**config.mk**
```make
export PLATFORM = sky130hd
export DESIGN_NAME = sevenseg_scan_ctrl
export DESIGN_NICKNAME = d
export VERILOG_FILES = /design/src/rtl/sevenseg_scan_ctrl.sv
export SDC_FILE = /design/constraint.sdc
export NUM_CORES = 1
export LEC_CHECK = 0
export BUFFER_PORTS_ARGS = -buffer_cell sky130_fd_sc_hd__clkbuf_2
export CORE_ASPECT_RATIO = 1.5
export CORE_MARGIN = 2
export CORE_UTILIZATION = 49
export CTS_CLUSTER_SIZE = 40
export DETAILED_ROUTE_END_ITERATION = 10
export GPL_TIMING_DRIVEN = 0
export PLACE_DENSITY_LB_ADDON = 0.25
export SLEW_MARGIN = 25
export SYNTH_ARGS = -nofsm -noshare
export SYNTH_HDL_FRONTEND = slang
export SYNTH_SLANG_ARGS = --single-unit
```
**constraint.sdc**
```tcl
create_clock -name clk -period 3.7 [get_ports clk]
set_input_delay 0 -clock clk [delete_from_list [all_inputs] [get_ports clk]]
set_output_delay 0 -clock clk [all_outputs]
set_load 0.05 [all_outputs]
```
**src/rtl/sevenseg_scan_ctrl.sv**
```systemverilog
// Multiplexed seven-segment scanner with frame-synchronous shadow latching,
// leading-zero blanking, per-digit enable, decimal points and PWM brightness.
module sevenseg_scan_ctrl #(
  parameter int NUM_DIGITS = 8,
  parameter int CLK_DIV    = 500,
  parameter int PWM_BITS   = 4
) (
  input  logic                    clk,
  input  logic                    Rst,
  input  logic [4*NUM_DIGITS-1:0] data,
  input  logic [NUM_DIGITS-1:0]   dp,
  input  logic [NUM_DIGITS-1:0]   digit_en,
  input  logic                    blank_lz,
  input  logic [PWM_BITS-1:0]     brightness,
  output logic [NUM_DIGITS-1:0]   an,
  output logic [6:0]              sev_out,
  output logic                    dp_n,
  output logic                    frame_start
);

  localparam int IDX_W = $clog2(NUM_DIGITS);
  localparam int DIV_W = $clog2(CLK_DIV);
  localparam logic [IDX_W-1:0] LAST_IDX = IDX_W'(NUM_DIGITS - 1);
  localparam logic [DIV_W-1:0] LAST_DIV = DIV_W'(CLK_DIV - 1);

  logic [DIV_W-1:0]        div_cnt_q;
  logic [IDX_W-1:0]        idx_q;
  logic [PWM_BITS-1:0]     pwm_cnt_q;
  logic                    load_pending_q;
  logic [4*NUM_DIGITS-1:0] sh_data_q;
  logic [NUM_DIGITS-1:0]   sh_dp_q;
  logic [NUM_DIGITS-1:0]   sh_en_q;
  logic                    sh_blz_q;
  logic [NUM_DIGITS-1:0]   an_q,  an_d;
  logic [6:0]              sev_q, sev_d;
  logic                    dp_n_q, dp_n_d;
  logic                    fs_q,  fs_d;

  logic                    tick;
  logic                    frame_end;
  logic                    lit;
  logic                    anode_on;
  logic [4*NUM_DIGITS-1:0] eff_data;
  logic [NUM_DIGITS-1:0]   eff_dp;
  logic [NUM_DIGITS-1:0]   eff_en;
  logic                    eff_blz;
  logic [3:0]              nib [NUM_DIGITS];
  logic [NUM_DIGITS-1:0]   blank;

  function automatic logic [6:0] hex_to_seg(input logic [3:0] h);
    case (h)
      4'h0: return 7'b0000001;
      4'h1: return 7'b1001111;
      4'h2: return 7'b0010010;
      4'h3: return 7'b0000110;
      4'h4: return 7'b1001100;
      4'h5: return 7'b0100100;
      4'h6: return 7'b0100000;
      4'h7: return 7'b0001111;
      4'h8: return 7'b0000000;
      4'h9: return 7'b0000100;
      4'hA: return 7'b0001000;
      4'hB: return 7'b1100000;
      4'hC: return 7'b0110001;
      4'hD: return 7'b1000010;
      4'hE: return 7'b0110000;
      default: return 7'b0111000;
    endcase
  endfunction

  assign tick      = (div_cnt_q == LAST_DIV);
  assign frame_end = tick & (idx_q == LAST_IDX);

  // While a load is pending the shadow is being filled this very cycle, so
  // the output stage sees the incoming values instead of stale contents.
  assign eff_data = load_pending_q ? data     : sh_data_q;
  assign eff_dp   = load_pending_q ? dp       : sh_dp_q;
  assign eff_en   = load_pending_q ? digit_en : sh_en_q;
  assign eff_blz  = load_pending_q ? blank_lz : sh_blz_q;

  for (genvar gi = 0; gi < NUM_DIGITS; gi++) begin : g_digit
    assign nib[gi] = eff_data[4*gi +: 4];
    if (gi == 0) begin : g_first
      assign blank[gi] = 1'b0;
    end else begin : g_upper
      assign blank[gi] = eff_blz & (eff_data[4*NUM_DIGITS-1:4*gi] == '0);
    end
  end

  assign lit      = (&brightness) | (pwm_cnt_q < brightness);
  assign anode_on = eff_en[idx_q] & lit;

  always_comb begin
    an_d         = '1;
    an_d[idx_q]  = ~anode_on;
    sev_d        = (anode_on & ~blank[idx_q]) ? hex_to_seg(nib[idx_q]) : 7'h7F;
    dp_n_d       = ~(eff_dp[idx_q] & anode_on);
    fs_d         = (idx_q == '0) & (div_cnt_q == '0);
  end

  always_ff @(posedge clk) begin
    if (Rst) begin
      div_cnt_q      <= '0;
      idx_q          <= '0;
      pwm_cnt_q      <= '0;
      load_pending_q <= 1'b1;
      sh_data_q      <= '0;
      sh_dp_q        <= '0;
      sh_en_q        <= '0;
      sh_blz_q       <= 1'b0;
      an_q           <= '1;
      sev_q          <= 7'h7F;
      dp_n_q         <= 1'b1;
      fs_q           <= 1'b0;
    end else begin
      div_cnt_q <= tick ? '0 : div_cnt_q + 1'b1;
      if (tick) begin
        idx_q <= (idx_q == LAST_IDX) ? '0 : idx_q + 1'b1;
      end
      pwm_cnt_q <= pwm_cnt_q + 1'b1;
      if (load_pending_q | frame_end) begin
        sh_data_q      <= data;
        sh_dp_q        <= dp;
        sh_en_q        <= digit_en;
        sh_blz_q       <= blank_lz;
        load_pending_q <= 1'b0;
      end
      an_q   <= an_d;
      sev_q  <= sev_d;
      dp_n_q <= dp_n_d;
      fs_q   <= fs_d;
    end
  end

  assign an          = an_q;
  assign sev_out     = sev_q;
  assign dp_n        = dp_n_q;
  assign frame_start = fs_q;

endmodule

```
# Yosys cells after proc, flatten, opt, wreduce, memory -nomap -nowiden
# Memories as Yosys holds them, arrays and structs flattened. A register that Yosys moved wholly into a read port is not among the register bits.
# Cells that the tools add are included.
# classes
mux	16
magnitude_cmp	4
bitwise_logic	21
reduce_logical	13
addsub	3
n_eq_ne	2
# ops
op	count
2-to-1 mux 32 bit	1
zero test 28 bit	1
zero test 24 bit	1
zero test 20 bit	1
zero test 16 bit	1
2-to-1 mux 8 bit	2
bitwise AND 1 bit	12
binary-select mux 4 bit (select 3 bit)	1
zero test 12 bit	1
adder 9 x 1 -> 9 bit, second input constant	1
binary-select mux 1 bit (select 3 bit)	3
== test 9 bit, second input constant	1
zero test 9 bit	1
zero test 8 bit	1
2-to-1 mux 4 bit	2
inverter 8 bit	1
OR 8 bit	1
2-to-1 mux 1 bit	5
adder 4 x 1 -> 4 bit, second input constant	1
greater-or-equal comparator 4 bit, second input constant	1
zero test 4 bit	1
less-than comparator 3 x 4 -> 1 bit, second input constant	1
less-than comparator 4 bit	1
inverter 1 bit	4
other kinds (11)	13
# totals
in_bits	55
romBits	112
out_inout_bits	17
regBits	76
elab_cells	71
n_memories	1
# mem_list
name	words	width	read_ports	rd_clocked_by_memory_dff	write_ports	line_no	rtl
(no name shown)	16	7	1	1	0	51	case (h)

# Logic depth before layout (Yosys ltp)
# Gate-level depths: netlist of the first run.
# logic_depth
ltp_word	9
mapped_depth	11
mapped_depth_nobuf	10

# Worst setup path before layout of the first run
# No wires, ideal clock.
# synth_path
path_type	register to register
startpoint	reg load_pending_q
endpoint	reg sev_q[3], in the netlist sev_out[3]
required_ns	3.641
t_arrival_ns	2.443
path_buffers	2
period_less_slack_ns	2.502
stages_incl_launch_ff	9
slack_ns	1.198
path_cell_list	dfxtp_1 buf_6 buf_2 mux4_2 a211oi_1 a31o_2 ha_1 mux4_2 nand2_1
# synth_via
elab_chain_len	9
# synth_lines
element	line_no	rtl
from (decl)	29	logic load_pending_q;
from (signal assigned)	106	load_pending_q <= 1'b1;
from (signal assigned)	126	load_pending_q <= 1'b0;
2-to-1 mux 32 bit	76	assign eff_data = load_pending_q ? data : sh_data_q;
zero test 28 bit (tied with other cells)	86	assign blank[gi] = eff_blz & (eff_data[4*NUM_DIGITS-1:4*gi] == '0);
bitwise AND 1 bit	86	
binary-select mux 1 bit (select 3 bit)	96	sev_d = (anode_on & ~blank[idx_q]) ? hex_to_seg(nib[idx_q]) : 7'h7F;
2-to-1 mux 1 bit (not written as such)	96	
inverter 1 bit	96	
bitwise AND 1 bit	96	
inverter 1 bit (no source line)	n/a	
OR reduction 2 bit (no source line)	n/a	
to (decl)	35	logic [6:0] sev_q, sev_d;
# Parallel ways exist; a longest one is shown, timed or not. The select of a mux whose other input is x is not followed.
# A chain may end at the register's enable or synchronous reset.

# Worst setup path in the final report of the first run
# layout_path
startpoint	reg idx_q[0]
endpoint	reg sev_q[3], in the netlist sev_out[3]
# layout_via
elab_chain_len	6
# layout_lines
element	line_no	rtl
from (decl)	27	logic [IDX_W-1:0] idx_q;
from (signal assigned)	118	idx_q <= (idx_q == LAST_IDX) ? '0 : idx_q + 1'b1;
binary-select mux 1 bit (select 3 bit), on equally long branches	91, 96	
2-to-1 mux 1 bit, on equally long branches	91, 96	
bitwise AND 1 bit / inverter 1 bit (equally long branches)	91, 96	
bitwise AND 1 bit	96	
inverter 1 bit (no source line)	n/a	
OR reduction 2 bit (no source line)	n/a	
# Parallel ways exist; a longest one is shown, timed or not. The select of a mux whose other input is x is not followed.

==> impl_results.md, run 1 <==
- Initial Utilization: 0.501
- Sequential area share after synthesis: 0.397
- GRT overflow: 0
- Area of the mapped netlist: 0.00419 mm^2
- TritonCTS clock tree: done
- Number of global-route vias before repair: around 4000
- # diodes: 0
- Avg WL per Cell: 16.0 um
- Total GRT Usage: 0.263
- RSZ-0062 raised after global routing: no
- CP max FO: 10
- Final std cells w/o fill: approximately 720
- Crit path launch type: flop
- Status: finished clean
- DRT Pass-1 Iters: 5
- Clock Latency Late Sink: approximately 350 ps
- Pin count of the biggest net entering global routing: 14
- Yosys reg bits: 83
- Clk root buf: clkbuf_16
- Crit path arrival time: approximately 3400 ps
- Achievable Freq: roughly 0.32 GHz
- Worst-path cell chain: buf_2, buf_1, clkbuf_1, nand2_1, a31o_2, inv_1, ha_1, inv_1, mux4_2, nand2_1
- Total number of vias: 4015
- Post-Route Skew: between 10 and 15 ps
- Vias/cell: between 5 and 6
- Worst hold margin: approximately 270 ps
- Share of cells above drive strength 1: 0.205
- DRT Wirelength: approximately 11 mm
- First-pass GRT wire length: between 15 and 20 mm
- Final nets: about 670
- CP required: between 3000 and 4000 ps
- DP Cell Count: 650
- Final Cycle Share: 0.851
- Post-cts sizing count: 0
- Setup Buffers After CTS: 0
- Post-Syn Instances: around 470
- Drt drc: 0
- Layout area overhead: 31.8%
- Chip height: between 100 and 150 um
- Worst Hold Class: input pin to flop
- VDD IR max: 0.000255 V
- Top-area cell type share of the netlist area: 0.397
- Die X: roughly 79 um
- Number of synthesized flops with an enable pin: 0
- Slew margin rel.: 0.526
- Critical-path cell with the highest stage delay: clkbuf_1
- CTS clk-pin slew, worst paths: ~60 ps
- # rows: between 40 and 50
- DIE AREA: 0.00932 mm^2
- Delay-heaviest family, CP: buffers and inverters
- Hold-fix buffer count after cts: 50
- Pwr dens: 422 mW/mm^2
- Total power: ~2.3 mW
- Port Buf Inserts: 71
- H-tree depth: 3
- Yosys cell types: a little over 60
- Worst Path Buf+Inv: 5
- Tmin final: 3150 ps
- CTS buffer count: 9
- DP HPWL: 8.20 mm
- Final Max Slew Viols: 0
- Initial antenna violation count: 0
- Synth Net Count: 541
- Final setup margin: between 500 and 600 ps
- Dpl ws: between 500 and 600 ps
- Sink Count: just over 80
- Critical path class: flop to flop
- Post-synth top area cell: dfxtp_1
- Setup crit end kind: flop
- Total Neg Setup Slack: 0 ps
- Yosys Warn Count: 0
- Final-report hold violation count: 0
- I/O pins: 72
- Main flop type after synthesis: dfxtp_1
- Core Region: between 0.008 and 0.009 mm^2
- Max Root-Sink Buffers: 2
- Async SR Flop Fraction: 0
- Leak Pwr: 2.28 nW
- Final ANT Viol Nets: 0
- Critical Path Max Stage Delay: roughly 480 ps
- # setup viols final: 0
- Max-cap violations: 0
- Tightest Pin Transition: between 700 and 800 ps
- Initial DRC Count: ~250
- Largest cells by area after synthesis: dfxtp_1, mux4_2, nand2_1, a21oi_1, ha_1
- Gpl congestion: 0.893
- Avg Inst Size Synth: 8.88 um^2
[layout make-up]
cell class,instances,area [um^2]
Fill cell,656,2840
Sequential cell,83,1660
Clock buffer,11,243
Clock inverter,5,100
Multi-Input combinational cell,344,2330
Inverter,15,56.3
Tap cell,107,134
Buffer,30,138
Timing Repair Buffer,121,856
[per-layer routing]
layer / GRT usage / share of wire / vias up
met4: 0.174 / 0.035 / 0
met3: 0.0406 / 0.054 / 31
met2: 0.472 / 0.52 / 165
li1: - / - / 1931
met1: 0.284 / 0.39 / 1888
met5: 0 / 0 / -
[Yosys cell counts, types with 2 or more instances]
master and count:
nand2_1 115, dfxtp_1 83, a21oi_1 52, nor2_1 24
clkbuf_1 21, mux4_2 21, mux2i_1 15, ha_1 14
inv_1 14, nor4_1 13, nand3_1 11, nor3_1 7
o211ai_1 7, xnor2_1 6, buf_2 5, and3_1 4
nand2b_1 4, nand4_1 3, xor2_1 3, a21o_1 2
a22oi_1 2, a31oi_1 2, and2_1 2, buf_6 2
nor2b_1 2, o21ai_1 2, or3_1 2
[registers in the layout, summed over array words and instances, names as in the netlist]
| name | flops |
|---|---|
| an | 8 |
| div_cnt_q | 9 |
| dp_n | 1 |
| frame_start | 1 |
| idx_q | 3 |
| load_pending_q | 1 |
| pwm_cnt_q | 4 |
| sev_out | 7 |
| sh_blz_q | 1 |
| sh_data_q | 32 |
| sh_dp_q | 8 |
| sh_en_q | 8 |
[tightest hold or removal path, stage by stage]
cell and delay (ps):
clkbuf_2 90, a41oi_1 210, a21oi_2 190, nand2b_1 80
[report_power, final]
group	internal (mW)	leakage, nW	switching, mW
Clock	0.675	0.169	0.351
Combinational	0.159	1.43	0.180
Sequential	0.937	0.682	0.0279
Total	1.77	2.28	0.559
[stage by stage]
step,instance area [um^2],utilization
global route,5520,0.660
global placement,4680,0.559
finish,5520,0.660
floorplan,4190,-
CTS,5520,0.660
detailed placement,4680,0.559
[kinds of logic (layout without fill, tap and decap cells)]
| kind of cell | Yosys count | after routing | synth area share |
|---|---|---|---|
| mux | 38 | 38 | 0.158 |
| compound gates | 86 | 86 | 0.128 |
| buf+inv | 45 | 182 | 0.0463 |
| xor+xnor | 9 | 9 | 0.0188 |
| flops | 83 | 83 | 0.397 |
| fa+ha+maj | 14 | 14 | 0.0418 |
| simple gates | 197 | 197 | 0.211 |
[placed cells by master, fill, tap and decap left out, types with 3 or more instances in the layout]
master and n:
nand2_1 115, nor3_1 7, nand4_1 3, a21oi_1 52, mux2i_1 15, ha_1 14
buf_2 5, inv_1 14, clkbuf_1 22, and3_1 4, bufinv_16 3, clkbuf_16 9
nand2b_1 4, nor2_1 24, dfxtp_1 83, clkbuf_2 71, nor4_1 13, xnor2_1 6
o211ai_1 7, xor2_1 3, nand3_1 11, dlygate4sd3_1 50, mux4_2 21
[final timing paths]
kind                 startpoint    endpoint  slack, ps  cells after the start
setup / recovery       idx_q[0]  sev_out[3]        550                     10
setup reg to reg       idx_q[0]  sev_out[3]        550                     10
hold / removal    brightness[2]       an[1]        270                      4
hold reg to reg      sh_dp_q[1]  sh_dp_q[1]        450                      2
No activity file was read; power rests on OpenSTA's default activity.
==> run 2, diff against run 1 <==
==> constraint.sdc (replaced) <==
create_clock -name clk -period 2.59 [get_ports clk]
set_input_delay 0 -clock clk [delete_from_list [all_inputs] [get_ports clk]]
set_output_delay 0 -clock clk [all_outputs]
set_load 0.05 [all_outputs]
==> impl_results.md, run 2 (synthesis gave the netlist of run 1 again) <==
- Status: finished clean
- Total GRT Usage: 0.264 (+0.000648)
- Tightest Pin Transition: 594 ps (-110 ps)
- Final setup margin: 109 ps (-440 ps)
- Total number of vias: 4050 (+0.87%)
- Delay-heaviest family, CP: multiplexers
- CP max FO: 6 (-4)
- Tmin final: 2480 ps (-670 ps)
- Dpl ws: -556 ps (-1110 ps)
- Achievable Freq: 0.403 GHz (+27%)
- Max reg flops: 32 (unchanged)
- Final ANT Viol Nets: 0 (unchanged)
- Port Buf Inserts: 71 (unchanged)
- Hold_sp: brightness[2]
- Initial Utilization: 0.501 (unchanged)
- Max Root-Sink Buffers: 2 (unchanged)
- First-pass GRT wire length: 18.8 mm (+0.33%)
- TritonCTS clock tree: done
- # rows: 41 (unchanged)
- Setup crit end kind: flop
- Vias/cell: 5.63 (+0.31%)
- Most common cell after layout, fill and taps aside: nand2_1
- Gpl congestion: 0.893 (unchanged)
- Worst R2R Start: load_pending_q
- # setup viols final: 0 (unchanged)
- # diodes: 0 (unchanged)
- VDD IR max: 0.000367 V (+44%)
- Critical path class: flop to flop
- Most frequent cell on the critical path: mux4_2
- DRT Pass-1 Iters: 5 (unchanged)
- Clock Latency Late Sink: 340 ps (about the same)
- Final nets: 677 (+0.59%)
- Final-report hold violation count: 0 (unchanged)
- Initial antenna violation count: 0 (unchanged)
- Die X: 79.5 um (unchanged)
- CTS buffer count: 9 (unchanged)
- GRT overflow: 0 (unchanged)
- Share of cells above drive strength 1: 0.225 (+0.0199)
- Crit path arrival time: 2760 ps (-670 ps)
- Setup crit start: load_pending_q
- Critical Path Max Stage Delay: 510 ps (+30 ps)
- Largest register by flop count: sh_data_q
- Worst hold margin: 272 ps (+4.69 ps)
- Slew margin rel.: 0.604 (+0.0774)
- RSZ-0062 raised after global routing: yes
- Pin count of the biggest net entering global routing: 14 (unchanged)
- Leak Pwr: 2.33 nW (+2.1%)
- Pwr dens: 596 mW/mm^2 (+41%)
- DIE AREA: 0.00932 mm^2 (unchanged)
- Core Region: 0.00836 mm^2 (unchanged)
- DRT Wirelength: 11.6 mm (+1.2%)
- DP HPWL: 8.20 mm (unchanged)
- Final Cycle Share: 0.958 (+0.106)
- Avg WL per Cell: 16.1 um (+0.67%)
- Largest registers: sh_data_q x32, div_cnt_q x9
- H-tree depth: 3 (unchanged)
- Max-cap violations: 0 (unchanged)
- Crit path launch type: flop
- Clk root buf: clkbuf_16
- Layout area overhead: 34.0%
- Critical-path cell with the highest stage delay: mux4_2
- Commonest cells after routing, fill and taps aside: nand2_1, dfxtp_1, clkbuf_2, a21oi_1, dlygate4sd3_1
- Post-Route Skew: 10.1 ps (-1.24 ps)
- Worst Path Buf+Inv: 1 (-4)
- Sink Count: 83 (unchanged)
- CP required: 2870 ps (-1110 ps)
- I/O pins: 72 (unchanged)
- Final Max Slew Viols: 0 (unchanged)
- Initial DRC Count: 332 (+31%)
- Worst-path cell chain: buf_8, mux4_2, and2_1, a211oi_2, a31o_2, ha_1, mux4_2, nand2_1
- Worst Hold Class: input pin to flop
- Drt drc: 0 (unchanged)
- Number of global-route vias before repair: 4021 (+0.37%)
- Chip height: 117 um (unchanged)
- CTS clk-pin slew, worst paths: 60 ps (about the same)
- Total Neg Setup Slack: 0 ps (unchanged)
-- run 2: area by class of cell --
class	count	area [um^2]
Sequential cell	83	1660
Tap cell	107	134
Timing Repair Buffer	125	886
Multi-Input combinational cell	344	2350
Buffer	30	175
Clock buffer	11	243
Clock inverter	5	100
Fill cell	650	2750
Inverter	15	57.6
-- run 2: routing by layer --
| metal | part of all wire | GRT usage |
|---|---|---|
| met5 | 0 | 0 |
| met4 | 0.031 | 0.169 |
| met3 | 0.055 | 0.0406 |
| met2 | 0.53 | 0.473 |
| met1 | 0.39 | 0.286 |
-- run 2: timing repair --
item,4_1_cts,5_1_grt
gates resized for setup,10,13
hold buffers,50,0
endpoints found under the hold margin,50,0
setup buffers,2,2
endpoints found under the setup margin,8,15
pin swaps,0,1
-- run 2: report_power, final --
| part | switching, mW | leakage, nW | internal, mW |
|---|---|---|---|
| combinational | 0.261 | 1.48 | 0.237 |
| sequential | 0.0402 | 0.682 | 1.34 |
| clock | 0.501 | 0.169 | 0.965 |
| total | 0.802 | 2.33 | 2.54 |
-- run 2: worst paths after layout --
check	to	slack, ps	cells after the start
setup / recovery	sev_out[3]	110	8
hold / removal	an[1]	270	4
setup reg to reg	sev_out[3]	110	8
hold reg to reg	sh_dp_q[0]	450	2
-- run 2: metrics by stage --
stage	utilization	std cells	area, um^2	power [mW]
detailed placement	0.559	650	4680	1.83
CTS	0.664	718	5560	3.34
global route	0.671	720	5610	3.46
finish	0.671	720	5610	3.34
global placement	0.559	650	4680	1.81
floorplan	-	472	4190	1.68
-- run 2: worst reg2reg max path, delay by kind of cell (launching register included) --
| family | cells | cell delay [ps] |
|---|---|---|
| simple gates | 2 | 270 |
| buf+inv | 1 | 150 |
| mux | 2 | 970 |
| flops | 1 | 370 |
| compound gates | 2 | 400 |
| fa+ha+maj | 1 | 260 |
